### src/rtl/led_scan_controller_pkg.sv
// Shared definitions for the HUB75 scan sequencer: state encoding and datapath constants.
package led_scan_controller_pkg;

  localparam logic [2:0] ST_IDLE   = 3'd0;
  localparam logic [2:0] ST_RRST   = 3'd1;
  localparam logic [2:0] ST_SHIFT  = 3'd2;
  localparam logic [2:0] ST_FLUSH  = 3'd3;
  localparam logic [2:0] ST_BLANK1 = 3'd4;
  localparam logic [2:0] ST_LATCH  = 3'd5;
  localparam logic [2:0] ST_BLANK2 = 3'd6;

  typedef enum logic [2:0] {
    S_IDLE   = ST_IDLE,
    S_RRST   = ST_RRST,
    S_SHIFT  = ST_SHIFT,
    S_FLUSH  = ST_FLUSH,
    S_BLANK1 = ST_BLANK1,
    S_LATCH  = ST_LATCH,
    S_BLANK2 = ST_BLANK2
  } scan_state_e;

  localparam int unsigned BYTES_PER_PIX = 6;

  // Top PWM step; byte 0 never exceeds it (always off), all-ones always does (always on).
  function automatic int unsigned pwm_max(input int unsigned pwm_bits);
    return (32'd1 << pwm_bits) - 32'd2;
  endfunction

endpackage

### src/rtl/led_scan_controller_timer.sv
// Loadable down-counter; done is high during the last cycle of a loaded interval.
module led_scan_timer #(
  parameter int unsigned W = 3
) (
  input  logic         in_clk,
  input  logic         in_nrst,
  input  logic         load,
  input  logic [W-1:0] load_val,
  output logic         done
);

  logic [W-1:0] cnt_q, cnt_d;

  always_comb begin
    cnt_d = cnt_q;
    if (load) begin
      cnt_d = load_val;
    end else if (cnt_q != '0) begin
      cnt_d = cnt_q - W'(1);
    end
  end

  always_ff @(posedge in_clk or negedge in_nrst) begin
    if (!in_nrst) begin
      cnt_q <= '0;
    end else begin
      cnt_q <= cnt_d;
    end
  end

  assign done = (cnt_q == W'(1));

endmodule

### src/rtl/led_scan_controller.sv
// HUB75 scan sequencer: per PWM step rewinds the frame FIFO, shifts each row pair,
// then blanks, latches and selects the row. All outputs come straight from flops.
module led_scan_controller
  import led_scan_controller_pkg::*;
#(
  parameter int unsigned COLS      = 64,
  parameter int unsigned ROW_BITS  = 4,
  parameter int unsigned PWM_BITS  = 8,
  parameter int unsigned PIPE_LAT  = 4,
  parameter int unsigned RRST_CYC  = 2,
  parameter int unsigned BLANK_CYC = 4
) (
  input  logic                in_clk,
  input  logic                in_nrst,
  input  logic                enable,
  input  logic                rx_last_ph,
  output logic                fifo_re_n,
  output logic                fifo_rrst_n,
  output logic                rx_nrst,
  output logic [PWM_BITS-1:0] pwm_value,
  output logic [ROW_BITS-1:0] row_addr,
  output logic                lat,
  output logic                oe_n,
  output logic                frame_done
);

  localparam int unsigned PWM_MAX = pwm_max(PWM_BITS);
  localparam int unsigned TMAX1   = (RRST_CYC > PIPE_LAT) ? RRST_CYC : PIPE_LAT;
  localparam int unsigned TMAX    = (TMAX1 > BLANK_CYC) ? TMAX1 : BLANK_CYC;
  localparam int unsigned TW      = $clog2(TMAX + 1);
  localparam int unsigned PIX_W   = (COLS > 1) ? $clog2(COLS) : 1;

  scan_state_e         state_q, state_d;
  logic [PIX_W-1:0]    pix_q, pix_d;
  logic [ROW_BITS-1:0] shift_row_q, shift_row_d;
  logic                step_adv_q, step_adv_d;
  logic [PWM_BITS-1:0] pwm_value_q, pwm_value_d;
  logic [ROW_BITS-1:0] row_addr_q, row_addr_d;
  logic                fifo_re_n_q, fifo_re_n_d;
  logic                fifo_rrst_n_q, fifo_rrst_n_d;
  logic                rx_nrst_q, rx_nrst_d;
  logic                lat_q, lat_d;
  logic                oe_n_q, oe_n_d;
  logic                frame_done_q, frame_done_d;

  logic          tmr_load;
  logic [TW-1:0] tmr_val;
  logic          tmr_done;

  led_scan_timer #(.W(TW)) u_timer (
    .in_clk   (in_clk),
    .in_nrst  (in_nrst),
    .load     (tmr_load),
    .load_val (tmr_val),
    .done     (tmr_done)
  );

  always_comb begin
    state_d     = state_q;
    pix_d       = pix_q;
    shift_row_d = shift_row_q;
    step_adv_d  = step_adv_q;
    pwm_value_d = pwm_value_q;
    tmr_load    = 1'b0;
    tmr_val     = '0;

    case (state_q)
      S_IDLE: begin
        // The FIFO is rewound on restart, so the interrupted step restarts from row 0.
        if (enable) begin
          state_d     = S_RRST;
          tmr_load    = 1'b1;
          tmr_val     = TW'(RRST_CYC);
          shift_row_d = '0;
        end
      end
      S_RRST: begin
        if (tmr_done) begin
          state_d = S_SHIFT;
          pix_d   = '0;
        end
      end
      S_SHIFT: begin
        if (rx_last_ph) begin
          if (pix_q == PIX_W'(COLS - 1)) begin
            state_d  = S_FLUSH;
            pix_d    = '0;
            tmr_load = 1'b1;
            tmr_val  = TW'(PIPE_LAT);
          end else begin
            pix_d = pix_q + PIX_W'(1);
          end
        end
      end
      S_FLUSH: begin
        if (tmr_done) begin
          state_d  = S_BLANK1;
          tmr_load = 1'b1;
          tmr_val  = TW'(BLANK_CYC);
        end
      end
      S_BLANK1: begin
        if (tmr_done) begin
          state_d = S_LATCH;
        end
      end
      S_LATCH: begin
        state_d     = S_BLANK2;
        tmr_load    = 1'b1;
        tmr_val     = TW'(BLANK_CYC);
        shift_row_d = shift_row_q + ROW_BITS'(1);
        if (shift_row_q == '1) begin
          step_adv_d = 1'b1;
        end
      end
      S_BLANK2: begin
        if (tmr_done) begin
          if (!enable) begin
            state_d = S_IDLE;
          end else if (step_adv_q) begin
            state_d  = S_RRST;
            tmr_load = 1'b1;
            tmr_val  = TW'(RRST_CYC);
          end else begin
            state_d = S_SHIFT;
            pix_d   = '0;
          end
        end
      end
      default: state_d = S_IDLE;
    endcase

    // A row wrap only flags the step advance; pwm_value moves on RRST entry so it is
    // constant for every shift of a step, even across an enable pause.
    if (state_d == S_RRST && state_q != S_RRST && step_adv_q) begin
      step_adv_d  = 1'b0;
      pwm_value_d = (pwm_value_q == PWM_BITS'(PWM_MAX)) ? '0 : pwm_value_q + PWM_BITS'(1);
    end
  end

  always_comb begin
    fifo_re_n_d   = (state_d != S_SHIFT);
    fifo_rrst_n_d = (state_d != S_RRST);
    rx_nrst_d     = (state_d == S_SHIFT) || (state_d == S_FLUSH);
    lat_d         = (state_d == S_LATCH);
    row_addr_d    = lat_d ? shift_row_q : row_addr_q;
    frame_done_d  = lat_d && (shift_row_q == '1) && (pwm_value_q == PWM_BITS'(PWM_MAX));
    oe_n_d        = oe_n_q;
    case (state_d)
      S_IDLE, S_BLANK1, S_LATCH, S_BLANK2: oe_n_d = 1'b1;
      default: if (state_q == S_BLANK2) oe_n_d = 1'b0;
    endcase
  end

  always_ff @(posedge in_clk or negedge in_nrst) begin
    if (!in_nrst) begin
      state_q       <= S_IDLE;
      pix_q         <= '0;
      shift_row_q   <= '0;
      step_adv_q    <= 1'b0;
      pwm_value_q   <= '0;
      row_addr_q    <= '0;
      fifo_re_n_q   <= 1'b1;
      fifo_rrst_n_q <= 1'b1;
      rx_nrst_q     <= 1'b0;
      lat_q         <= 1'b0;
      oe_n_q        <= 1'b1;
      frame_done_q  <= 1'b0;
    end else begin
      state_q       <= state_d;
      pix_q         <= pix_d;
      shift_row_q   <= shift_row_d;
      step_adv_q    <= step_adv_d;
      pwm_value_q   <= pwm_value_d;
      row_addr_q    <= row_addr_d;
      fifo_re_n_q   <= fifo_re_n_d;
      fifo_rrst_n_q <= fifo_rrst_n_d;
      rx_nrst_q     <= rx_nrst_d;
      lat_q         <= lat_d;
      oe_n_q        <= oe_n_d;
      frame_done_q  <= frame_done_d;
    end
  end

  assign fifo_re_n   = fifo_re_n_q;
  assign fifo_rrst_n = fifo_rrst_n_q;
  assign rx_nrst     = rx_nrst_q;
  assign pwm_value   = pwm_value_q;
  assign row_addr    = row_addr_q;
  assign lat         = lat_q;
  assign oe_n        = oe_n_q;
  assign frame_done  = frame_done_q;

endmodule
### config.mk
export PLATFORM = sky130hd
export DESIGN_NAME = led_scan_controller
export DESIGN_NICKNAME = d
export VERILOG_FILES = /design/src/rtl/led_scan_controller_pkg.sv /design/src/rtl/led_scan_controller_timer.sv /design/src/rtl/led_scan_controller.sv
export SDC_FILE = /design/constraint.sdc
export NUM_CORES = 1
export LEC_CHECK = 0
export ABC_CLOCK_PERIOD_IN_PS = 2600
export CORE_MARGIN = 3
export CORE_UTILIZATION = 58
export CTS_BUF_LIST = sky130_fd_sc_hd__clkbuf_4 sky130_fd_sc_hd__clkbuf_8
export CTS_CLUSTER_DIAMETER = 100
export DETAILED_ROUTE_END_ITERATION = 10
export GPL_TIMING_DRIVEN = 0
export PLACE_DENSITY = 0.82
export REMOVE_ABC_BUFFERS = 1
export SETUP_SLACK_MARGIN = 0.05
export SYNTH_ARGS = -nofsm -noshare
export SYNTH_HDL_FRONTEND = slang
export SYNTH_SLANG_ARGS = --single-unit
### constraint.sdc
create_clock -name in_clk -period 2.6 [get_ports in_clk]
set_input_delay 0.39 -clock in_clk [delete_from_list [all_inputs] [get_ports in_clk]]
set_output_delay 0.39 -clock in_clk [all_outputs]
set_load 0.02 [all_outputs]
# --- Yosys cells after proc, flatten, opt, wreduce, memory -nomap -nowiden ---
# Cells that the tools add are included.
totals:
  wordCells: 103
  register_bits: 35
  inputBits: 4
  output_inout_bits: 18
classes:
  n_addsub: 4
  eq_ne: 25
  n_reduce_logical: 18
  n_mux: 43
op_table:
  columns: ["op", "n"]
  rows:
  - ["$mux 3", 12]
  - ["$mux 6", 6]
  - ["$pmux 3 s7", 1]
  - ["$eq 3x3->1 const B", 6]
  - ["$pmux 6 s3", 1]
  - ["$pmux 3 s5", 1]
  - ["$eq 3x2->1 const B", 4]
  - ["$mux 1", 12]
  - ["$mux 2", 6]
  - ["$ne 2x2->1 const B", 6]
  - ["$reduce_bool 2->1", 5]
  - ["$eq 3x1->1 const B", 3]
  - ["$add 8x1->8 const B", 1]
  - ["$eq 8x8->1 const B", 1]
  - ["$mux 8", 1]
  - ["$pmux 4 s2", 1]
  - ["$add 6x1->6 const B", 1]
  - ["$eq 6x6->1 const B", 1]
  - ["$logic_not 3->1", 2]
  - ["$ne 3x1->1 const B", 2]
  - ["$reduce_and 6->1", 1]
  - ["$reduce_bool 3->1", 2]
  - ["$pmux 1 s5", 1]
  - ["$add 4x1->4 const B", 1]
  - ["8 further kinds", 12]

# --- Logic depth before layout (Yosys ltp) ---
logic_depth:
  word_depth: 9
  ltp_mapped: 10
  ltp_nobuf: 8

# --- Hierarchy ---
# Synthesis repeated with hierarchy kept, for this count alone.
unflattened:
  hier_cells: 202
  hier_area_um2: 1973.1
by_module_without_submodules:
  columns: ["module", "instances", "area_each_um2", "cells_each", "seq_area_each_um2"]
  rows:
  - ["led_scan_controller", 1, 1754.2, 180, 804.5]
  - ["led_scan_timer", 1, 219.0, 22, 75.1]

# --- Worst setup path after synthesis ---
# OpenSTA, ideal clock, no wires.
synth_path:
  kind: "flip-flop to flip-flop"
  startpoint: "reg pix_q[0]"
  endpoint: "reg pwm_value_q[7] (netlist: pwm_value[7])"
  synth_period_minus_slack_ns: 2.190
  t_arrival_ns: 2.086
  path_stages_with_launch: 8
  slack_ns: 0.410
  path_cell_list: "dfrtp_1 ha_1 nand4_1 or4b_1 and4_4 buf_6 or3_4 o41ai_2"
synth_via:
  elab_chain_len: 7
synth_rtl:
  columns: ["item", "line", "rtl"]
  rows:
  - ["start, declared", "led_scan_controller.sv:34", "logic [PIX_W-1:0] pix_q, pix_d;"]
  - ["start signal, assigned", "led_scan_controller.sv:171", "pix_q <= pix_d;"]
  - ["$eq 6x6->1", "led_scan_controller.sv:85", "if (pix_q == PIX_W'(COLS - 1)) begin"]
  - ["$mux 3", "led_scan_controller.sv:85", null]
  - ["$mux 3", "led_scan_controller.sv:84", "if (rx_last_ph) begin"]
  - ["$pmux 3 s7", "led_scan_controller.sv:67", "case (state_q)"]
  - ["$eq 3x1->1", "led_scan_controller.sv:135", "if (state_d == S_RRST && state_q != S_RRST && step_adv_q) begin"]
  - ["$logic_and 1x1->1 (2 in series)", "led_scan_controller.sv:135", null]
  - ["end signal, assigned", "led_scan_controller.sv:174", "pwm_value_q <= pwm_value_d;"]
  - ["end, declared", "led_scan_controller.sv:37", "logic [PWM_BITS-1:0] pwm_value_q, pwm_value_d;"]
# No other way between the ends.
# A chain may end at the register's enable or synchronous reset.

# --- Worst setup path after layout ---
layout_path:
  startpoint: "reg state_q[0]"
  endpoint: "reg pwm_value_q[7] (netlist: pwm_value[7])"
layout_via:
  elab_chain_len: 6
  word_cells_on_any_way: 19
  cone_classes: "eq/ne: 8; mux: 8; reduce/logical: 3"
layout_rtl:
  columns: ["item", "line", "rtl"]
  rows:
  - ["start, declared", "led_scan_controller.sv:33", "scan_state_e state_q, state_d;"]
  - ["start signal, assigned", "led_scan_controller.sv:170", "state_q <= state_d;"]
  - ["$mux 3", "led_scan_controller.sv:85", null]
  - ["$mux 3", "led_scan_controller.sv:84", null]
  - ["$pmux 3 s7", "led_scan_controller.sv:67", null]
  - ["$eq 3x1->1", "led_scan_controller.sv:135", null]
  - ["$logic_and 1x1->1 * (2 in series)", "led_scan_controller.sv:135", null]
# Every way passes the cells marked *; elsewhere a longest branch is shown, timed or not.

==> flow_metrics.py <==
metrics = {
    "clock_network": {
        "tritoncts": "done",
        "post-cts-setup-buffer-count": 0,
        "clk_pin_slew_ps": 110,
        "cts_root_buf": "clkbuf_4",
        "h-tree-depth": 2,
        "clk_path_buf_depth": 2,
        "worstSkewPairLatency_ps": 350,
        "clock_sinks": 35,
        "cts_buffers": 5,
    },
    "global_routing": {
        "first_global_vias": 1592,
        "antenna_found_initial": 0,
        "grt_pass1_wl_um": 7320,
        "grt_max_degree": 36,
        "grt_use_total": 0.231,
        "grt-ovfl-total": 0,
    },
    "pwr": {
        "p_switching_uw": 980,
        "p_per_area_mw_per_mm2": 1020,
        "internal_power_uw": 1300,
        "power_uw": 2280,
        "p_comb_frac": 0.440,
        "swShare": 0.430,
        "p_clk_frac": 0.174,
        "peakVddDrop_mv": 0.619,
        "seqPwrFrac": 0.386,
        "p_leak_uw": 0.000958,
    },
    "routing": {
        "routed_wl_um": 4240,
        "routed-wl-met2_um": 2110,
        "wl_met3_um": 203,
        "drt-wirelength-per-cell_um": 15.6,
        "ant_nets": 0,
        "top_layer": "met4",
        "vias": 1661,
        "via_per_inst": 6.11,
        "drc": 0,
        "wirelength_met1_um": 1840,
        "drt_first_pass_iters": 6,
        "drt_iter0_drc": 117,
    },
    "floorplanning": {
        "die_area_sq_mm": 0.00401,
        "rows": 20,
        "num_io_pins": 22,
        "core_area_sq_mm": 0.00310,
        "start_util": 0.615,
        "die_h_um": 63.4,
        "die_width_um": 63.4,
    },
    "finish": {
        "final_common_cell": "dfrtp_1",
        "final_cells": 272,
        "diodes": 0,
        "syn2layout_area_growth_pct": 16.5,
        "drive_gt1_frac": 0.0877,
        "nNetsFinal": 238,
        "layout_common_cells": "31 x dfrtp_1, 23 x nand2_1, 20 x o21ai_0, 20 x clkdlybuf4s50_1, 17 x nor2_1",
        "fillers": 274,
    },
    "timing": {
        "rsz0062_at_grt": "no",
        "period_share": 0.928,
        "final-hold-violation-count": 0,
        "fmax_ghz": 0.414,
        "period_minus_slack_ps": 2410,
        "finalSetupViolations": 0,
        "setup_tns_ps": 0,
        "finClkSkew_ps": 4.74,
        "slew_headroom": 0.492,
        "drv_slew": 0,
        "tightestPinTransition_ps": 762,
    },
    "worst_setup_path": {
        "reg2reg_to": "pwm_value[7]",
        "start_kind": "flip-flop",
        "r2r_cells": 5,
        "required_ps": 2840,
        "cp_max_fo": 13,
        "crit_arrival_ps": 2660,
        "r2r-start": "state_q[0]",
        "critPathKind": "flip-flop to flip-flop",
        "worst_setup_path_end_kind": "flip-flop",
        "rrSetupSlack_ps": 190,
    },
    "placement": {
        "dp.cells": 264,
        "gp_congestion": 0.868,
        "hpwl_um": 3080,
        "portBuffers": 21,
    },
    "synthesis": {
        "syn_area_per_cell_sq_um": 9.35,
        "ys_warn_count": 0,
        "ys_types": 47,
        "netlist_area_sq_mm": 0.00191,
        "ys_seq_area_frac": 0.461,
        "synthArstFlopShare": 1.00,
        "synth_flop_cell": "dfrtp_1",
        "ys_ff_latch": 35,
        "synth-edff-count": 0,
        "syn_inst": 204,
    },
    "run": {
        "cap_violations": 0,
    },
    "worst_hold_path": {
        "hp-class": "input port to asynchronous set/reset pin",
    },
    "outcome": {
        "status": "complete, no violations",
    },
}
## power groups by stage
stage          Sequential, uW  Clock [uW]  Combinational [uW]
6_report                  880         396                1000
5_1_grt                   908         428                1120
4_1_cts                   870         404                 992
3_5_place_dp              883           0                 987
3_3_place_gp              867           0                 938
2_1_floorplan             925           0                 606
## layer usage
metal / vias to the layer above / GRT usage
li1: 791 / -
met1: 802 / 0.302
met2: 59 / 0.362
met3: 9 / 0.0446
met4: 0 / 0.119
met5: - / 0
## critical path, stage by stage, from the launching register on
cell and delay, ps:
dfrtp_1 550, nor3b_2 250, or4b_1 500, and4_4 270, or3_4 420, o41ai_2 320
## kinds of logic after synthesis
logic type / share of synthesized area
flip-flops: 0.461
buffers and inverters: 0.0361
multiplexers: 0.0216
AND/OR/NAND/NOR: 0.228
AO/OA/AOI/OAI: 0.199
XOR/XNOR: 0.00918
adder cells (fa/ha/maj): 0.0459
## repair_timing
action,in CTS,in global routing
resized for setup,0,1
hold buffers,0,0
endpoints found under the setup margin,0,3
## sequential cells by signal, summed over array words and instances (netlist names), 3 cells and up
name and cells:
row_addr 4, pwm_value 8, state_q 3, u_timer.cnt_q 3, pix_q 6, shift_row_q 4
## worst max path at each step
stage / start / to / slack (ps) / cells past startpoint
floorplan: state_q[1] / pwm_value[7] / 400 / 5
global placement: enable / pwm_value[7] / 30 / 6
detailed placement: enable / pwm_value[7] / -70 / 6
CTS: state_q[1] / pwm_value[7] / 90 / 5
global route: state_q[0] / pwm_value[7] / 50 / 5
finish: state_q[0] / pwm_value[7] / 190 / 5
## area by class of cell
cell class	instances	area (sq um)	area share
Clock inverter	3	43.8	0.0197
Clock buffer	5	37.5	0.0169
Inverter	11	41.3	0.0186
Multi-Input combinational cell	153	960	0.432
Sequential cell	35	881	0.396
Tap cell	44	55.1	0.0248
Timing Repair Buffer	21	205	0.0923
## per-stage QoR
step	hold slack (ps)	area, sq um	utilization	setup WS (ps)
4_1_cts	121	2220	0.716	91.0
6_report	100	2220	0.717	187
3_3_place_gp	461	2150	0.692	32.3
3_5_place_dp	466	2140	0.690	-74.7
5_1_grt	149	2220	0.717	54.7
2_1_floorplan	94.4	1880	-	404
## Yosys cell counts (all sizes together), types with 3 or more instances
| cell | count | area [sq um] |
|---|---|---|
| nand3 | 8 | 40.0 |
| nand4 | 3 | 18.8 |
| o31ai | 5 | 37.5 |
| mux2i | 3 | 30.0 |
| a22o | 3 | 26.3 |
| dfrtp | 32 | 801 |
| or3 | 5 | 36.3 |
| o21ai | 21 | 105 |
| nor2b | 7 | 43.8 |
| nand2b | 3 | 18.8 |
| nor2 | 17 | 63.8 |
| o41ai | 5 | 51.3 |
| inv | 11 | 41.3 |
| a21oi | 8 | 40.0 |
| dfstp | 3 | 78.8 |
| ha | 7 | 87.6 |
| a31oi | 6 | 37.5 |
| nor3 | 5 | 36.3 |
| nand2 | 23 | 86.3 |
| clkbuf | 3 | 11.3 |
(Power assumes the default switching activity.)
